[config.mk]
export PLATFORM = sky130hd
export DESIGN_NAME = add_err_intr_ctrl_flat
export DESIGN_NICKNAME = d
export VERILOG_FILES = /design/src/rtl/add_err_intr_ctrl_pkg.sv /design/src/rtl/add_err_intr_ctrl_if.sv /design/src/rtl/add_err_intr_ctrl_sat_counter.sv /design/src/rtl/add_err_intr_ctrl.sv /design/src/flat_wrapper.sv
export SDC_FILE = /design/constraint.sdc
export NUM_CORES = 1
export LEC_CHECK = 0
export CAP_MARGIN = 25
export CORE_UTILIZATION = 32
export DETAILED_ROUTE_END_ITERATION = 12
export SETUP_SLACK_MARGIN = 0.2
export SYNTH_ARGS = -nofsm -noshare
export SYNTH_HDL_FRONTEND = slang
export SYNTH_SLANG_ARGS = --single-unit
[constraint.sdc]
create_clock -name clk -period 5.2 [get_ports clk]
set_input_delay 1.04 -clock clk [delete_from_list [all_inputs] [get_ports clk]]
set_output_delay 1.04 -clock clk [all_outputs]
set_load 0.02 [all_outputs]
[src/rtl/add_err_intr_ctrl_pkg.sv]
// Shared opcode, state and width definitions for the ADD error/interrupt stage.
package err_pkg;

  // Default widths
  localparam int CNT_W_DEFAULT = 16;
  localparam int OP_W_DEFAULT  = 3;

  // Request opcodes seen on the datapath; only OP_ADD is accounted here
  localparam int OP_NOP = 0;
  localparam int OP_ADD = 1;
  localparam int OP_SUB = 2;
  localparam int OP_AND = 3;
  localparam int OP_OR  = 4;

  // Interrupt sequencing: ARM is the one-cycle delay before PEND
  typedef enum logic [1:0] {
    IDLE = 2'd0,
    ARM  = 2'd1,
    PEND = 2'd2
  } intr_state_e;

endpackage

[src/rtl/add_err_intr_ctrl_if.sv]
// Request/status bundle between the ECC checker side and the error stage.
interface add_err_intr_ctrl_if #(
  parameter int CNT_W = 16,
  parameter int OP_W  = 3
);
  logic             req_valid;
  logic [OP_W-1:0]  req_op;
  logic             uncorr_err;
  logic             corr_err;
  logic             intr_mask;
  logic             intr_clr;
  logic             cnt_clr;
  logic [CNT_W-1:0] err_cnt;
  logic [CNT_W-1:0] corr_cnt;
  logic             interrupt;
  logic             intr_ovf;
  logic             cnt_sat;

  modport master (
    output req_valid, req_op, uncorr_err, corr_err, intr_mask, intr_clr, cnt_clr,
    input  err_cnt, corr_cnt, interrupt, intr_ovf, cnt_sat
  );

  modport slave (
    input  req_valid, req_op, uncorr_err, corr_err, intr_mask, intr_clr, cnt_clr,
    output err_cnt, corr_cnt, interrupt, intr_ovf, cnt_sat
  );
endinterface

[src/rtl/add_err_intr_ctrl_sat_counter.sv]
// Saturating event counter. A clear coinciding with an increment yields 1 so
// the event is never lost. at_max flags that the value being loaded this
// cycle is the maximum, letting the caller set a sticky flag on the same edge.
module sat_counter #(
  parameter int W = 16
) (
  input  logic         clk,
  input  logic         rst_n,
  input  logic         inc,
  input  logic         clr,
  output logic [W-1:0] count,
  output logic         at_max
);

  localparam logic [W-1:0] MAX_VAL = '1;

  logic [W-1:0] count_reg;
  logic [W-1:0] count_next;

  // Next value: clear (keeping a coincident event), else saturating increment
  always_comb begin
    count_next = count_reg;
    if (clr) begin
      count_next = inc ? W'(1) : '0;
    end else if (inc && (count_reg != MAX_VAL)) begin
      count_next = count_reg + W'(1);
    end
  end

  // Count register
  always_ff @(posedge clk or negedge rst_n) begin
    if (!rst_n) begin
      count_reg <= '0;
    end else begin
      count_reg <= count_next;
    end
  end

  assign count  = count_reg;
  assign at_max = (count_next == MAX_VAL);

endmodule

[src/rtl/add_err_intr_ctrl.sv]
// Error accounting and interrupt generation for uncorrectable/correctable
// ECC errors on ADD requests.
module add_err_intr_ctrl
  import err_pkg::*;
#(
  parameter int CNT_W = CNT_W_DEFAULT,
  parameter int OP_W  = OP_W_DEFAULT
) (
  input logic                 clk,
  input logic                 rst_n,
  add_err_intr_ctrl_if.slave  bus
);

  logic is_add;
  logic ue;
  logic ce;

  assign is_add = bus.req_valid & (bus.req_op == OP_W'(OP_ADD));
  assign ue     = is_add & bus.uncorr_err;
  // An uncorrectable error takes precedence; the request is not double-counted
  assign ce     = is_add & bus.corr_err & ~bus.uncorr_err;

  // Counter bank: index 0 uncorrectable, index 1 correctable
  logic [1:0]            inc_vec;
  logic [1:0]            at_max_vec;
  logic [1:0][CNT_W-1:0] cnt_arr;

  assign inc_vec = {ce, ue};

  genvar gi;
  generate
    for (gi = 0; gi < 2; gi++) begin : g_cnt
      sat_counter #(.W(CNT_W)) u_cnt (
        .clk    (clk),
        .rst_n  (rst_n),
        .inc    (inc_vec[gi]),
        .clr    (bus.cnt_clr),
        .count  (cnt_arr[gi]),
        .at_max (at_max_vec[gi])
      );
    end
  endgenerate

  assign bus.err_cnt  = cnt_arr[0];
  assign bus.corr_cnt = cnt_arr[1];

  intr_state_e state_reg, state_next;
  logic        ovf_reg, ovf_next;
  logic        sat_reg, sat_next;

  // Next-state, overflow and saturation flags
  always_comb begin
    state_next = state_reg;
    ovf_next   = ovf_reg;
    sat_next   = sat_reg;

    unique case (state_reg)
      IDLE: if (ue) state_next = ARM;
      ARM:  state_next = PEND;
      PEND: if (bus.intr_clr) state_next = ue ? ARM : IDLE;
      default: state_next = IDLE;
    endcase

    // Acknowledge clears overflow; a fresh overlapping event set after it wins
    if (bus.intr_clr) ovf_next = 1'b0;
    if (ue && ((state_reg == ARM) || ((state_reg == PEND) && !bus.intr_clr))) begin
      ovf_next = 1'b1;
    end

    // Counter clear dominates; cleared counters can never be at max
    if (bus.cnt_clr) begin
      sat_next = 1'b0;
    end else if (|at_max_vec) begin
      sat_next = 1'b1;
    end
  end

  // State and sticky flag registers
  always_ff @(posedge clk or negedge rst_n) begin
    if (!rst_n) begin
      state_reg <= IDLE;
      ovf_reg   <= 1'b0;
      sat_reg   <= 1'b0;
    end else begin
      state_reg <= state_next;
      ovf_reg   <= ovf_next;
      sat_reg   <= sat_next;
    end
  end

  // Mask acts on the output only so unmasking during PEND shows at once
  assign bus.interrupt = (state_reg == PEND) & ~bus.intr_mask;
  assign bus.intr_ovf  = ovf_reg;
  assign bus.cnt_sat   = sat_reg;

endmodule

[src/flat_wrapper.sv]
// flat-port wrapper written by rule: the top's interface ports become plain ports
module add_err_intr_ctrl_flat import err_pkg::*;
#(
  parameter int CNT_W = CNT_W_DEFAULT,
  parameter int OP_W  = OP_W_DEFAULT
)
  (clk, rst_n, bus_req_valid, bus_req_op, bus_uncorr_err, bus_corr_err, bus_intr_mask, bus_intr_clr, bus_cnt_clr, bus_err_cnt, bus_corr_cnt, bus_interrupt, bus_intr_ovf, bus_cnt_sat);
  add_err_intr_ctrl_if #(.CNT_W(CNT_W), .OP_W(OP_W)) bus_i ();
  input logic clk;
  input logic rst_n;
  input wire logic [$bits(bus_i.req_valid)-1:0] bus_req_valid;
  input wire logic [$bits(bus_i.req_op)-1:0] bus_req_op;
  input wire logic [$bits(bus_i.uncorr_err)-1:0] bus_uncorr_err;
  input wire logic [$bits(bus_i.corr_err)-1:0] bus_corr_err;
  input wire logic [$bits(bus_i.intr_mask)-1:0] bus_intr_mask;
  input wire logic [$bits(bus_i.intr_clr)-1:0] bus_intr_clr;
  input wire logic [$bits(bus_i.cnt_clr)-1:0] bus_cnt_clr;
  output wire logic [$bits(bus_i.err_cnt)-1:0] bus_err_cnt;
  output wire logic [$bits(bus_i.corr_cnt)-1:0] bus_corr_cnt;
  output wire logic [$bits(bus_i.interrupt)-1:0] bus_interrupt;
  output wire logic [$bits(bus_i.intr_ovf)-1:0] bus_intr_ovf;
  output wire logic [$bits(bus_i.cnt_sat)-1:0] bus_cnt_sat;
  assign bus_i.req_valid = bus_req_valid;
  assign bus_i.req_op = bus_req_op;
  assign bus_i.uncorr_err = bus_uncorr_err;
  assign bus_i.corr_err = bus_corr_err;
  assign bus_i.intr_mask = bus_intr_mask;
  assign bus_i.intr_clr = bus_intr_clr;
  assign bus_i.cnt_clr = bus_cnt_clr;
  assign bus_err_cnt = bus_i.err_cnt;
  assign bus_corr_cnt = bus_i.corr_cnt;
  assign bus_interrupt = bus_i.interrupt;
  assign bus_intr_ovf = bus_i.intr_ovf;
  assign bus_cnt_sat = bus_i.cnt_sat;
  add_err_intr_ctrl #(.CNT_W(CNT_W), .OP_W(OP_W)) u_core (.clk(clk), .rst_n(rst_n), .bus(bus_i));
endmodule
==> results.json <==
{
  "status": "finished, final reports clean",
  "maxCapViolCount": 0,
  "die_area_um2": 6865,
  "tns_ns": 0,
  "gp_congestion": 0.8172,
  "drt-vias-per-instance": 5.615,
  "drc": 0,
  "finalHoldViolations": 0,
  "max_slew_margin_pct": 46.20,
  "async_flop_share_pct": 100.0,
  "r2r_cells": 8,
  "antenna_found_initial": 0,
  "yosysSeqAreaShare_pct": 43.06,
  "largest_reg_flops": 32,
  "antenna_cells": 0,
  "first_global_vias": 1959,
  "cts-root-buf": "clkbuf_8",
  "synth.largest_area_cell": "dfrtp_1",
  "layout_setup_ws_ns": 1.851,
  "slowest_delay_ns": 0.55,
  "slew_violations": 0,
  "wl_met2_mm": 2.618,
  "place_ws_ns": 1.566,
  "avgRoutedWirePerCell_um": 15.84,
  "grt_first_pass_wirelength_mm": 9.646,
  "syn_area_um2": 2092,
  "cts.sinks": 36,
  "met1Wirelength_mm": 2.566,
  "ys_types": 44,
  "synth-edff-count": 0,
  "row_count": 29,
  "clk_path_buf_depth": 2,
  "cp.arrival_ns": 3.54,
  "grtUsageTotal_pct": 17.14,
  "cts_setup_buffers": 0,
  "crit_fanout": 6,
  "clk_latency_ns": 0.29,
  "core_um2": 6314,
  "first_iter_violations": 167,
  "leakage_nw": 1.033,
  "crit_path_top_delay_cell": "or4b_4",
  "criticalPathCategory": "primary input to flop",
  "synth_cells": 227,
  "setup_viol": 0,
  "peakVddDrop_mv": 0.1221,
  "max_freq_mhz": 298.6,
  "ys_ff_latch": 36,
  "io-pin-count": 46,
  "drtPass1Iterations": 4,
  "hold-worst-slack_ns": 0.4805,
  "yosys_warnings": 0,
  "p_per_area_nw_per_um2": 191.3,
  "nets": 286,
  "tritoncts.num_buffers": 5,
  "htreeDepth": 2,
  "worst_slew_pin_slew_ns": 0.8069,
  "cts_hold_buf": 0,
  "holdPathStages": 1,
  "rsz0062_at_grt": "false",
  "synthFlopType": "dfrtp_1",
  "synth_top_cells_by_area": "dfrtp_1 43%, nor2_1 5.0%, nand3_1 4.5%, xnor2_1 4.2%, nand4_1 3.6%",
  "design_area_um2": 2715,
  "num_vias": 1971,
  "start_kind": "primary input",
  "routed.top_layer": "met4",
  "synth_top_area_share_pct": 43.06,
  "post-route-min-period_ns": 3.349,
  "fp.dieW_um": 82.86,
  "crit_required_ns": 5.39,
  "detail_route.wirelength_mm": 5.561,
  "ctsResizeCount": 0,
  "numPortBuffers": 45,
  "cp-end-kind": "flop",
  "fin_crit_sh_pct": 64.40,
  "ant_nets": 0,
  "path_clk_slew_ns": 0.07,
  "finClkSkew_ns": 0.007782,
  "grt_max_degree": 37,
  "hold_class": "flop to flop",
  "fp.dieH_um": 82.86,
  "synth_area_per_cell_um2": 9.216,
  "synthesis.nets": 240,
  "dp_hpwl_mm": 4.112,
  "area_delta_synth_final_pct": 29.78,
  "drive_gt1_share_pct": 7.664,
  "wl_met3_um": 301,
  "placed_area_um2": 2623,
  "cts_tree": "built",
  "crit_chain": "clkdlybuf4s50_1 > nor2b_1 > or4b_4 > or4_4 > a221oi_1 > and4b_1 > a32oi_1 > o31ai_1",
  "grt_overflow": 0,
  "initial_utilization_pct": 33.14
}
cell type report:
type / count / area [um2]
fill: 640 / 3598
clock buffer: 6 / 82.58
clock inverter: 2 / 10.01
timing repair buffer: 48 / 467.9
sequential: 36 / 900.9
multi-input combinational: 177 / 1139
inverter: 5 / 18.77
tap: 77 / 96.34
synth_stat cells, drive strengths merged (2+ instances only):
master and n:
dfrtp 36, nor2 28, nand3 19, nand2 14, nand4 13, a21oi 10
xnor2 10, clkbuf 9, and4 8, nor3 8, and3 7, mux2i 6
inv 5, nor2b 5, nor3b 5, xor2 5, a211oi 4, mux2 3
nor4 3, o31ai 3, a311oi 2, a31oi 2, and2 2, ha 2
o21ai 2, or4 2
layout by cell type, fill, tap and decap left out, types with 2 or more instances in the layout:
cell	n
nand4_1	12
a211oi_1	4
nand3_1	19
xor2_1	5
o21ai_0	2
o31ai_1	3
a31oi_1	2
nor2b_1	5
and2_1	2
and3_1	6
clkinv_2	2
dfrtp_1	36
nor3_1	8
clkbuf_8	6
nand2_1	14
mux2_2	3
ha_1	2
nor2_1	28
a21oi_1	10
clkdlybuf4s50_1	44
nor3b_1	5
a311oi_1	2
xnor2_1	10
inv_1	5
and4_1	7
mux2i_1	6
buf_4	3
nor4_1	3
critical path: cells and delay by family:
| kind | cells | cell delay [ns] |
|---|---|---|
| buf+inv | 1 | 0.48 |
| compound gates | 3 | 0.48 |
| simple gates | 4 | 1.54 |
layer usage:
| layer | vias to the layer above | GRT usage, % |
|---|---|---|
| li1 | 935 | - |
| met1 | 950 | 22.24 |
| met2 | 78 | 28.61 |
| met3 | 8 | 3.678 |
| met4 | 0 | 5.172 |
| met5 | - | 0 |
cells by family after synthesis:
group	count (synthesis)	share of synthesized area, %
compound gates	31	10.11
xor+xnor	15	6.280
fa+ha+maj	2	1.196
buf+inv	14	2.512
flops	36	43.06
mux	9	4.486
simple gates	120	32.36
through the flow:
step / instances / total power [mW] / utilization [%]
final: 351 / 0.5193 / 43.00
after global routing: 351 / 0.5416 / 43.00
after CTS: 351 / 0.5265 / 43.00
after detailed placement: 343 / 0.3167 / 41.54
after global placement: 343 / 0.3161 / 41.54
after floorplan: 227 / 0.2980 / -
report_power, final:
| group | leakage [nW] | internal [mW] | switching (mW) |
|---|---|---|---|
| Sequential | 0.502 | 0.281 | 0.00146 |
| Combinational | 0.480 | 0.0113 | 0.0166 |
| Clock | 0.0510 | 0.106 | 0.103 |
| Total | 1.03 | 0.398 | 0.121 |
path summary, 6_finish.rpt:
kind	to	start	slack [ns]
worst max-delay path	u_core.bus.cnt_sat	bus_uncorr_err	1.85
worst min-delay path	u_core.state_reg[0]	u_core.state_reg[0]	0.48
worst max register to register	u_core.bus.cnt_sat	u_core.g_cnt[1].u_cnt.count[0]	2.42
worst min register to register	u_core.state_reg[0]	u_core.state_reg[0]	0.48
max in group asynchronous	u_core.state_reg[1]	rst_n	3.84
min in group asynchronous	u_core.g_cnt[1].u_cnt.count[3]	rst_n	0.83
(Power assumes the default switching activity.)
